===== src/rtl/spi_pkg.sv =====
// Shared types and constants for the SPI peripheral endpoint.
package spi_pkg;

    typedef enum logic [1:0] {
        IDLE  = 2'd0,
        SHIFT = 2'd1,
        DONE  = 2'd2
    } state_t;

    localparam int SPI_DW    = 32;
    localparam int SPI_CNT_W = $clog2(SPI_DW) + 1;

    function automatic int cnt_width(input int dw);
        return $clog2(dw) + 1;
    endfunction

endpackage


===== src/rtl/spi_sync_edge.sv =====
// One-input synchroniser with history flop and rise/fall detection.
// Edges are suppressed until the chain holds only post-reset samples.
module spi_sync_edge
    import spi_pkg::*;
#(
    parameter int   SYNC_STAGES = 2,
    parameter logic RST_VAL     = 1'b0
) (
    input  logic clk,
    input  logic rst,
    input  logic i_d,
    output logic o_sync,
    output logic o_rise,
    output logic o_fall
);

    logic [SYNC_STAGES-1:0] r_sync;
    logic [SYNC_STAGES:0]   r_vld;
    logic                   r_hist;
    logic                   w_sync;

    always_ff @(posedge clk) begin
        if (rst) begin
            r_sync <= {SYNC_STAGES{RST_VAL}};
            r_hist <= RST_VAL;
            r_vld  <= '0;
        end else begin
            r_sync <= {r_sync[SYNC_STAGES-2:0], i_d};
            r_hist <= w_sync;
            r_vld  <= {r_vld[SYNC_STAGES-1:0], 1'b1};
        end
    end

    assign w_sync = r_sync[SYNC_STAGES-1];
    assign o_sync = w_sync;
    assign o_rise = r_vld[SYNC_STAGES] & ~r_hist &  w_sync;
    assign o_fall = r_vld[SYNC_STAGES] &  r_hist & ~w_sync;

endmodule


===== src/rtl/spi_slave_if.sv =====
// SPI peripheral endpoint: 32-bit MSB-first frames, mosi/miso moved on sck fall.
// Define SPI_SLAVE_FRAME_CNT_EN to build the good-frame counter.
module spi_slave_if
    import spi_pkg::*;
#(
    parameter int DW          = SPI_DW,
    parameter int SYNC_STAGES = 2
) (
    input  logic          clk,
    input  logic          rst,
    input  logic          cs_n,
    input  logic          sck,
    input  logic          mosi,
    output logic          miso,
    output logic          miso_oe,
    input  logic [DW-1:0] tx_data,
    input  logic          tx_load,
    output logic          tx_ready,
    output logic [DW-1:0] rx_data,
    output logic          rx_valid,
    output logic          frame_err,
    output logic          tx_underrun,
    output logic          busy,
    output logic [15:0]   frame_cnt
);

    localparam int            CW       = cnt_width(DW);
    localparam logic [CW-1:0] CNT_LAST = CW'(DW - 1);
    localparam logic [CW-1:0] CNT_FULL = CW'(DW);

    logic w_cs_s, w_cs_rise, w_cs_fall;
    logic w_sck_s, w_sck_rise, w_sck_fall;
    logic w_mosi_s, w_mosi_rise, w_mosi_fall;
    logic w_unused_sync;

    spi_sync_edge #(.SYNC_STAGES(SYNC_STAGES), .RST_VAL(1'b1)) u_cs (
        .clk(clk), .rst(rst), .i_d(cs_n),
        .o_sync(w_cs_s), .o_rise(w_cs_rise), .o_fall(w_cs_fall)
    );

    spi_sync_edge #(.SYNC_STAGES(SYNC_STAGES), .RST_VAL(1'b0)) u_sck (
        .clk(clk), .rst(rst), .i_d(sck),
        .o_sync(w_sck_s), .o_rise(w_sck_rise), .o_fall(w_sck_fall)
    );

    spi_sync_edge #(.SYNC_STAGES(SYNC_STAGES), .RST_VAL(1'b0)) u_mosi (
        .clk(clk), .rst(rst), .i_d(mosi),
        .o_sync(w_mosi_s), .o_rise(w_mosi_rise), .o_fall(w_mosi_fall)
    );

    assign w_unused_sync = ^{w_sck_s, w_sck_rise, w_mosi_rise, w_mosi_fall};

    state_t        r_state, w_next;
    logic [CW-1:0] r_cnt;
    logic [DW-1:0] r_rx_sh, r_rx_data, r_tx_sh, r_tx_buf;
    logic          r_tx_full, r_rx_valid, r_frame_err, r_tx_underrun;
    logic          w_start, w_shift, w_commit, w_abort, w_busy;

    always_ff @(posedge clk) begin
        if (rst) r_state <= IDLE;
        else     r_state <= w_next;
    end

    always_comb begin
        w_next = r_state;
        unique case (r_state)
            IDLE:    if (w_start) w_next = SHIFT;
            SHIFT: begin
                if (w_commit)     w_next = DONE;
                else if (w_abort) w_next = IDLE;
            end
            DONE:    if (w_cs_s) w_next = IDLE;
            default: w_next = IDLE;
        endcase
    end

    // A final sck fall coinciding with cs_n rise still completes the frame.
    always_comb begin
        w_start  = 1'b0;
        w_shift  = 1'b0;
        w_commit = 1'b0;
        w_abort  = 1'b0;
        w_busy   = 1'b0;
        unique case (r_state)
            IDLE:  w_start = w_cs_fall;
            SHIFT: begin
                w_busy   = 1'b1;
                w_commit = (r_cnt == CNT_FULL);
                w_shift  = w_sck_fall && !w_commit;
                w_abort  = w_cs_rise && !w_commit
                        && !(w_shift && r_cnt == CNT_LAST);
            end
            default: ;
        endcase
    end

    always_ff @(posedge clk) begin
        if (rst) begin
            r_cnt         <= '0;
            r_rx_sh       <= '0;
            r_rx_data     <= '0;
            r_tx_sh       <= '0;
            r_tx_buf      <= '0;
            r_tx_full     <= 1'b0;
            r_rx_valid    <= 1'b0;
            r_frame_err   <= 1'b0;
            r_tx_underrun <= 1'b0;
        end else begin
            r_rx_valid    <= w_commit;
            r_frame_err   <= w_abort;
            r_tx_underrun <= w_start && !r_tx_full;
            if (w_start) begin
                r_cnt     <= '0;
                r_tx_sh   <= r_tx_full ? r_tx_buf : '0;
                r_tx_full <= 1'b0;
            end
            if (w_shift) begin
                r_rx_sh <= {r_rx_sh[DW-2:0], w_mosi_s};
                r_tx_sh <= {r_tx_sh[DW-2:0], 1'b0};
                r_cnt   <= r_cnt + CW'(1);
            end
            if (w_commit) r_rx_data <= r_rx_sh;
            if (tx_load && !r_tx_full) begin
                r_tx_buf  <= tx_data;
                r_tx_full <= 1'b1;
            end
        end
    end

    assign miso        = r_tx_sh[DW-1];
    assign miso_oe     = ~w_cs_s;
    assign tx_ready    = ~r_tx_full;
    assign rx_data     = r_rx_data;
    assign rx_valid    = r_rx_valid;
    assign frame_err   = r_frame_err;
    assign tx_underrun = r_tx_underrun;
    assign busy        = w_busy;

`ifdef SPI_SLAVE_FRAME_CNT_EN
    logic [15:0] r_frame_cnt;

    always_ff @(posedge clk) begin
        if (rst)             r_frame_cnt <= '0;
        else if (r_rx_valid) r_frame_cnt <= r_frame_cnt + 16'd1;
    end

    assign frame_cnt = r_frame_cnt;
`else
    assign frame_cnt = '0;
`endif

endmodule


===== config.mk =====
export PLATFORM = sky130hd
export DESIGN_NAME = spi_slave_if
export DESIGN_NICKNAME = d
export VERILOG_FILES = /design/src/rtl/spi_pkg.sv /design/src/rtl/spi_sync_edge.sv /design/src/rtl/spi_slave_if.sv
export SDC_FILE = /design/constraint.sdc
export NUM_CORES = 1
export LEC_CHECK = 0
export ABC_AREA = 1
export ABC_CLOCK_PERIOD_IN_PS = 1900
export CORE_UTILIZATION = 54
export CTS_BUF_LIST = sky130_fd_sc_hd__clkbuf_16
export DETAILED_ROUTE_END_ITERATION = 10
export PLACE_DENSITY = 0.89
export SYNTH_ARGS = -nofsm -noshare
export SYNTH_HDL_FRONTEND = slang
export SYNTH_SLANG_ARGS = --single-unit

===== constraint.sdc =====
create_clock -name clk -period 1.9 [get_ports clk]
set_clock_uncertainty 0.05 [all_clocks]
set_input_delay 0.38 -clock clk [delete_from_list [all_inputs] [get_ports clk]]
set_output_delay 0.38 -clock clk [all_outputs]
set_load 0.03 [all_outputs]

# Word level (Yosys, flattened, before mapping)

Index checks and enable logic that the tools add are counted.
Widths: inputs -> output; s select.

Register bits: 154
Bits in latches: 0
Bits in writable memories: 0
ROM bits: 0
Output and inout bits: 55
Logic and storage cells: 71
Memories: 0

Add/sub/neg operators: 1
Multiply operators: 0
Divide/modulo/power cells: 0
$lt $le $gt $ge: 0
Eq/ne operators: 7
Shift operators: 0
Multiplexer cells: 19
Bitwise operators: 10
Reductions and logical operators: 14

Operators by type and width:

| cell                | number |
|---|---|
| $mux 32             | 3 |
| $mux 6              | 2 |
| $mux 1              | 9 |
| $mux 2              | 4 |
| $add 6x1->6 const B | 1 |
| $and 1x1->1         | 6 |
| $eq 6x5->1 const B  | 1 |
| $eq 6x6->1 const B  | 1 |
| $logic_and 1x1->1   | 6 |
| $pmux 2 s3          | 1 |
| $not 1->1           | 4 |
| $reduce_bool 2->1   | 2 |
| $logic_not 1->1     | 3 |
| $ne 3x3->1 const B  | 1 |
| $reduce_and 3->1    | 1 |
| $eq 2x1->1 const B  | 1 |
| $eq 2x2->1 const B  | 1 |
| $logic_not 2->1     | 1 |
| $ne 2x1->1 const B  | 1 |
| $ne 2x2->1 const B  | 1 |
| $reduce_or 2->1     | 1 |

# Longest topological paths before layout

Gate-level depths: netlist of run 1.

Depth in word-level cells: 10
Depth in mapped cells: 9

# Hierarchy

A second synthesis of run 1 with hierarchy kept.

Cells, all modules: 859
Area total of the unflattened synthesis: 6307.3 µm²

By module, submodules not included:

| module                     | times used | cells each | area each (µm²) |
|---|---|---|---|
| spi_slave_if               | 1          | 799        | 5781.8 |
| spi_sync_edge (u_mosi ...) | 2          | 21         | 176.4 |
| spi_sync_edge (u_cs)       | 1          | 18         | 172.7 |

# Worst setup path before layout of run 1

Ideal clock, no wire load.

Path type: reg-to-reg
Start: reg r_state[0]
End: reg r_tx_sh[22]
Library setup time: 0.132 ns
Arrival: 1.349 ns
Data required time: 1.718 ns
Slack: 0.368 ns
Cell stages (with the launch flop): 7
Buffers on the path: 1
Period minus slack after synthesis: 1.532 ns
Path through: dfxtp_1 -> inv_1 -> nor2_2 -> clkbuf_1 -> nand4_1 -> nand2_1 -> a21oi_1

Cells in the longest elaborated chain, start to end: 3
Elaborated cells on any way between the ends: 6
Classes of those cells: 1 x eq/ne; 3 x mux; 2 x reduce/logical

RTL lines:

| element                                              | line                | text |
|---|---|---|
| start: declaration                                   | spi_slave_if.sv:53  | `state_t r_state, w_next;` |
| start signal: assignment                             | spi_slave_if.sv:61  | `else r_state <= w_next;` |
| $eq 2x1->1 / $logic_not 2->1 (equally long branches) | spi_slave_if.sv:84  | `unique case (r_state)` |
| $mux 1                                               | spi_slave_if.sv:84  |  |
| $mux 32 / $reduce_bool 2->1 (equally long branches)  | --                  |  |
| end signal: assignment                               | spi_slave_if.sv:114 | `r_tx_sh <= r_tx_full ? r_tx_buf : '0;` |
| end signal: assignment                               | spi_slave_if.sv:119 | `r_tx_sh <= {r_tx_sh[DW-2:0], 1'b0};` |
| end: declaration                                     | spi_slave_if.sv:55  | `logic [DW-1:0] r_rx_sh, r_rx_data, r_tx_sh, r_tx_buf;` |

Parallel ways exist; a longest one is shown, timed or not.
A chain may end at the register's enable or synchronous reset.

# Worst setup path in the final report of run 1

Start: reg r_rx_data[14] (netlist: rx_data[14])
End: out rx_data[14]

RTL lines:

| element                  | line                | text |
|---|---|---|
| start: declaration       | spi_slave_if.sv:55  |  |
| start signal: assignment | spi_slave_if.sv:122 | `if (w_commit) r_rx_data <= r_rx_sh;` |
| end: declaration         | spi_slave_if.sv:19  | `output logic [DW-1:0] rx_data,` |

No word-level cell between the ends.

==> results.sh, run 1 <==
export IMPL_outcome="complete, no violations"
export IMPL_cts_tree="yes"
export IMPL_critPathArrivalTime_ps=1430
export IMPL_cts_sinks=151
export IMPL_cp_cell_sequence="clkdlybuf4s50_1"
export IMPL_max_freq_ghz=0.536
export IMPL_ys_seq_area_share_pct=48.8
export IMPL_critPathKind="reg -> out"
export IMPL_wl_per_cell_um=13.8
export IMPL_stdcell_count=1047
export IMPL_grt_pass1_vias=5114
export IMPL_num_rows=38
export IMPL_vdd_drop_max_v=0.000691
export IMPL_clkTransAtPathRegs_ps=60
export IMPL_timing_final_crit_period_ps=1860
export IMPL_startpoint="rx_data[14]"
export IMPL_die_area_um2=11900
export IMPL_p_leak_nw=3.22
export IMPL_final_area_um2=7660
export IMPL_p_per_area_nw_per_um2=916
export IMPL_rsz0062_at_grt="false"
export IMPL_htreeDepth=4
export IMPL_clk_latency_ps=420
export IMPL_grt_max_degree=47
export IMPL_clock_root_buffer="clkbuf_16"
export IMPL_drt_wl_total_um=14500
export IMPL_hold_viol_final=0
export IMPL_hpwl_um=8400
export IMPL_core_um2=11000
export IMPL_track_usage_pct=24.9
export IMPL_netlist_area_um2=6190
export IMPL_syn_to_final_growth_pct=23.7
export IMPL_top_level_ports=93
export IMPL_maxCapViolations=0
export IMPL_end_kind="primary output"
export IMPL_final_nets=934
export IMPL_route_vias_total=5749
export IMPL_dpl_cell_area_um2=7000
export IMPL_drv_slew=0
export IMPL_drc=0
export IMPL_layout_drive_gt1_share_pct=8.16
export IMPL_antenna_found_initial=0
export IMPL_crit_required_ps=1470
export IMPL_critPathSlowestCell="clkdlybuf4s50_1"
export IMPL_path_max_fanout=2
export IMPL_cpPeakStageDelay_ps=670
export IMPL_first_pass_iters=5
export IMPL_dp_cells=1012
export IMPL_grt_pass1_wl_um=23400
export IMPL_min_from="rst"
export IMPL_start_util_pct=56.4
export IMPL_r2r_start="r_state[0]"
export IMPL_hp_class="in -> reg"
export IMPL_cp_num_buf_inv=1
export IMPL_drtAntennaViolNets=0
export IMPL_period_share_pct=98.2
export IMPL_drt_iter0_drc=468
export IMPL_finalSetupTns_ps=0
export IMPL_overflow=0
export IMPL_port_buffers=76
export IMPL_cts_buffer_depth=2
export IMPL_ys_warn_count=0
export IMPL_die_y_um=109
export IMPL_fin_util_pct=69.7
export IMPL_die_width_um=109
export IMPL_yosys_cell_types_count=24
export IMPL_cts_made_buffers=17
export IMPL_cp_start_kind="register"
export IMPL_viasPerCell=5.49
export IMPL_avgSynthCellArea_um2=7.40
export IMPL_setup_viol=0
export IMPL_syn_inst=837
export IMPL_p_total_w=0.00702
export IMPL_num_fill_cells=808
export IMPL_gp_congestion=0.780
export IMPL_r2r_slack_ps=120
export IMPL_diodes=0
export IMPL_ys_ff_latch=151
export IMPL_cpLargestDelayFamily="buffers and inverters"
## final timing paths
kind | end | depth (start not counted)
min | u_cs.r_vld[1] | 2
min reg2reg | u_cs.r_vld[1] | 2
max | rx_data[14] | 1
max reg2reg | rx_data[9] | 9
## cells in the mapped netlist, drive strengths merged
cell | n | area [um^2]
nor2 | 147 | 562
nand3 | 41 | 215
nor3 | 1 | 5.00
nand3b | 1 | 7.51
buf | 43 | 317
nand2 | 148 | 556
dfxtp | 151 | 3020
or2 | 2 | 12.5
clkinv | 1 | 3.75
conb | 1 | 3.75
nand4 | 64 | 400
a21oi | 72 | 360
nor4 | 1 | 6.26
inv | 53 | 199
o21ai | 70 | 350
ha | 2 | 25.0
clkbuf | 39 | 146
## layout by cell type, fill, tap and decap left out
cell / instances
dfxtp_1: 151
nand2_1: 148
nor2_1: 141
a21oi_1: 72
o21ai_0: 66
nand4_1: 64
clkdlybuf4s50_1: 62
inv_1: 52
nand3_1: 39
buf_4: 23
clkbuf_16: 18
conb_1: 16
dlymetal6s2s_1: 10
buf_12: 6
nor2_2: 5
o21ai_1: 4
clkinvlp_4: 3
inv_8: 3
inv_6: 3
inv_2: 2
or2_2: 2
ha_1: 2
clkinv_4: 2
bufinv_16: 2
dlygate4sd2_1: 2
nor2_4: 1
clkinv_1: 1
nand3_2: 1
nand3_4: 1
nand3b_1: 1
nor4_1: 1
nor3_1: 1
clkinv_2: 1
buf_2: 1
## cell type report
cell class | instances | area, um^2 | area share, %
repair buffers | 105 | 1090 | 14.2
flip-flops and latches | 151 | 3020 | 39.5
multi-input cells | 565 | 2580 | 33.7
clock inverters | 15 | 169 | 2.21
clock buffers | 17 | 425 | 5.55
inverters | 54 | 203 | 2.65
well taps | 140 | 175 | 2.29
## sequential cells by signal, summed over array words and instances, names as in the netlist
| register | count |
|---|---|
| r_cnt | 6 |
| rx_valid | 1 |
| u_sck.r_hist | 1 |
| r_tx_full | 1 |
| r_state | 2 |
| u_cs.r_hist | 1 |
| r_rx_sh | 32 |
| u_cs.r_vld | 3 |
| r_tx_sh | 32 |
| u_mosi.r_sync | 2 |
| u_sck.r_sync | 2 |
| u_cs.r_sync | 2 |
| frame_err | 1 |
| r_tx_buf | 32 |
| rx_data | 32 |
| tx_underrun | 1 |
## logic make-up (layout without fill, tap and decap cells)
kind of cell | count (synthesis) | in the layout | share of synthesized area (%)
simple gates | 405 | 405 | 28.5
flops | 151 | 151 | 48.8
compound gates | 142 | 142 | 11.5
buf+inv | 136 | 191 | 10.7
fa+ha+maj | 2 | 2 | 0.404
other cells | 1 | 16 | 0.0606
## what timing repair did
item                                   in CTS  in global routing
endpoints found under the hold margin       0                  0
resized for setup                           3                 10
setup endpoints to repair                   3                 11
setup buffers                               0                  2
hold buffers                                0                  0
gates cloned                                0                  1
pin swaps                                   0                  1
## metal layers
metal | track usage (%) | up-vias | part of all wire (%)
met5 | 0 | - | 0
met4 | 8.59 | 0 | 1.6
met3 | 6.63 | 28 | 6.7
met2 | 41.5 | 220 | 49
met1 | 31.0 | 2686 | 43
li1 | - | 2815 | -
## per-stage QoR
step | hold WS, ps | setup WS [ps]
final | 278 | 35.1
after detailed placement | 350 | 255
after floorplan | 338 | 368
after CTS | 263 | 1.29
after global routing | 286 | 3.33
after global placement | 339 | 279
## power by group
part | leakage, nW | switching, W | internal, W
Sequential | 1.23 | 0.0000399 | 0.00324
Clock | 0.287 | 0.00141 | 0.00197
Combinational | 1.71 | 0.000225 | 0.000140
Note: power is estimated with default switching activity, not from simulation.
==> inputs of run 2 (changes only) <==
--- a/config.mk
+++ b/config.mk
@@ -9,8 +9,11 @@
 export ABC_CLOCK_PERIOD_IN_PS = 1900
 export CORE_UTILIZATION = 54
 export CTS_BUF_LIST = sky130_fd_sc_hd__clkbuf_16
+export CTS_CLUSTER_DIAMETER = 40
 export DETAILED_ROUTE_END_ITERATION = 10
 export PLACE_DENSITY = 0.89
+export REMOVE_ABC_BUFFERS = 1
+export SLEW_MARGIN = 10
 export SYNTH_ARGS = -nofsm -noshare
 export SYNTH_HDL_FRONTEND = slang
 export SYNTH_SLANG_ARGS = --single-unit
==> run 2 against run 1 <==
- final cell count down 0.57%
- worst setup slack worse by 5.2 ps
- largest power group is now sequential cells
- clock power down 6%
- routed wire length down 1.3%
- highest routed layer unchanged
==> results.sh, run 2 (synthesis results as in run 1) <==
export IMPL_outcome="complete, no violations"
export IMPL_p_per_area_nw_per_um2=904
export IMPL_drt_iter0_drc=386
export IMPL_end_kind="primary output"
export IMPL_period_share_pct=98.4
export IMPL_crit_required_ps=1470
export IMPL_setup_viol=0
export IMPL_drc=0
export IMPL_die_area_um2=11900
export IMPL_top_level_ports=93
export IMPL_core_um2=11000
export IMPL_finalSetupTns_ps=0
export IMPL_clkTransAtPathRegs_ps=60
export IMPL_cpPeakStageDelay_ps=680
export IMPL_dpl_cell_area_um2=6960
export IMPL_viasPerCell=5.44
export IMPL_layout_drive_gt1_share_pct=7.55
export IMPL_path_max_fanout=2
export IMPL_clk_latency_ps=420
export IMPL_ctsHoldBuffers=0
export IMPL_vdd_drop_max_v=0.00111
export IMPL_cpLargestDelayFamily="buffers and inverters"
export IMPL_route_vias_total=5663
export IMPL_hp_class="in -> reg"
export IMPL_final_nets=929
export IMPL_maxCapViolations=0
export IMPL_post_cts_buffers=0
export IMPL_slew_limit_headroom_pct=60.4
export IMPL_timing_final_crit_period_ps=1870
export IMPL_final_common_cell="dfxtp_1"
export IMPL_cp_cell_sequence="clkdlybuf4s50_1"
export IMPL_hold_viol_final=0
export IMPL_final_area_um2=7540
export IMPL_drt_met1_wl_um=6270
export IMPL_wl_per_cell_um=13.7
export IMPL_worst_hold_slack_ps=315
export IMPL_grt_pass1_vias=5095
export IMPL_num_rows=38
export IMPL_worst_pin_slew_ps=594
export IMPL_wl_met2_um=6850
export IMPL_grt_max_degree=73
export IMPL_critPathArrivalTime_ps=1440
export IMPL_overflow=0
export IMPL_first_pass_iters=5
export IMPL_cp_start_kind="register"
export IMPL_diodes=0
export IMPL_max_freq_ghz=0.535
export IMPL_syn_to_final_growth_pct=21.7
export IMPL_critPathKind="reg -> out"
export IMPL_cts_made_buffers=17
export IMPL_antenna_found_initial=0
export IMPL_cp_num_buf_inv=1
export IMPL_cts_tree="yes"
export IMPL_die_width_um=109
export IMPL_cts_buffer_depth=2
export IMPL_start_util_pct=56.4
export IMPL_critPathSlowestCell="clkdlybuf4s50_1"
export IMPL_die_y_um=109
export IMPL_grt_pass1_wl_um=23200
export IMPL_htreeDepth=4
export IMPL_gp_congestion=0.812
export IMPL_clock_root_buffer="clkbuf_16"
export IMPL_final_cell_mix="151 x dfxtp_1, 148 x nand2_1, 141 x nor2_1"
export IMPL_track_usage_pct=24.8
export IMPL_drt_wl_total_um=14300
export IMPL_route_top_layer_used="met4"
export IMPL_port_buffers=76
export IMPL_fin_util_pct=68.6
export IMPL_drv_slew=0
export IMPL_p_total_w=0.00681
export IMPL_wl_met3_um=962
export IMPL_drtAntennaViolNets=0
export IMPL_hpwl_um=8290
export IMPL_cts_sinks=151
export IMPL_p_leak_nw=3.11
run 2: cell types whose count changed in the layout (fill, tap and decap cells not counted), moves of 2 or more:
cell            previous run  this run
inv_8                      3         0
inv_6                      3         1
dlymetal6s2s_1            10         6
dlygate4sd2_1              2         6
buf_4                     23        20
clkinv_2                   1         5
run 2: per-layer routing:
metal | up-vias | GRT usage (%)
li1 | 2812 | -
met1 | 2626 | 30.7
met2 | 203 | 41.6
met3 | 22 | 7.11
met4 | 0 | 7.92
met5 | - | 0
run 2: cell type report:
class | instances | area [um^2]
Fill cell | 838 | 3440
Inverter | 54 | 203
Tap cell | 140 | 175
Timing Repair Buffer | 100 | 1000
Clock inverter | 14 | 136
Clock buffer | 17 | 425
Multi-Input combinational cell | 565 | 2570
Sequential cell | 151 | 3020
run 2: through the flow:
stage / setup WS, ps / cells
floorplan: -1880 / 770
global placement: 276 / 1010
detailed placement: 216 / 1010
CTS: 7.17 / 1041
global route: -10.2 / 1041
finish: 29.9 / 1041
run 2: power by group:
part           total [W]  switching [W]  internal, W  leakage, nW
Clock            0.00318        0.00127      0.00191        0.272
Sequential       0.00328      0.0000371      0.00324         1.23
Combinational   0.000359       0.000221     0.000138         1.61
run 2: worst paths after layout:
check | cells past startpoint | from | to | slack (ps)
setup / recovery | 1 | rx_data[12] | rx_data[12] | 30
hold / removal | 2 | rst | u_cs.r_vld[1] | 310
setup reg to reg | 6 | r_cnt[1] | r_state[1] | 210
hold reg to reg | 2 | u_mosi.r_sync[0] | u_mosi.r_sync[1] | 360
run 2: repair_timing:
item / 4_1_cts / 5_1_grt
endpoints found under the setup margin: 7 / 7
resized for setup: 7 / 8
endpoints found under the hold margin: 0 / 0
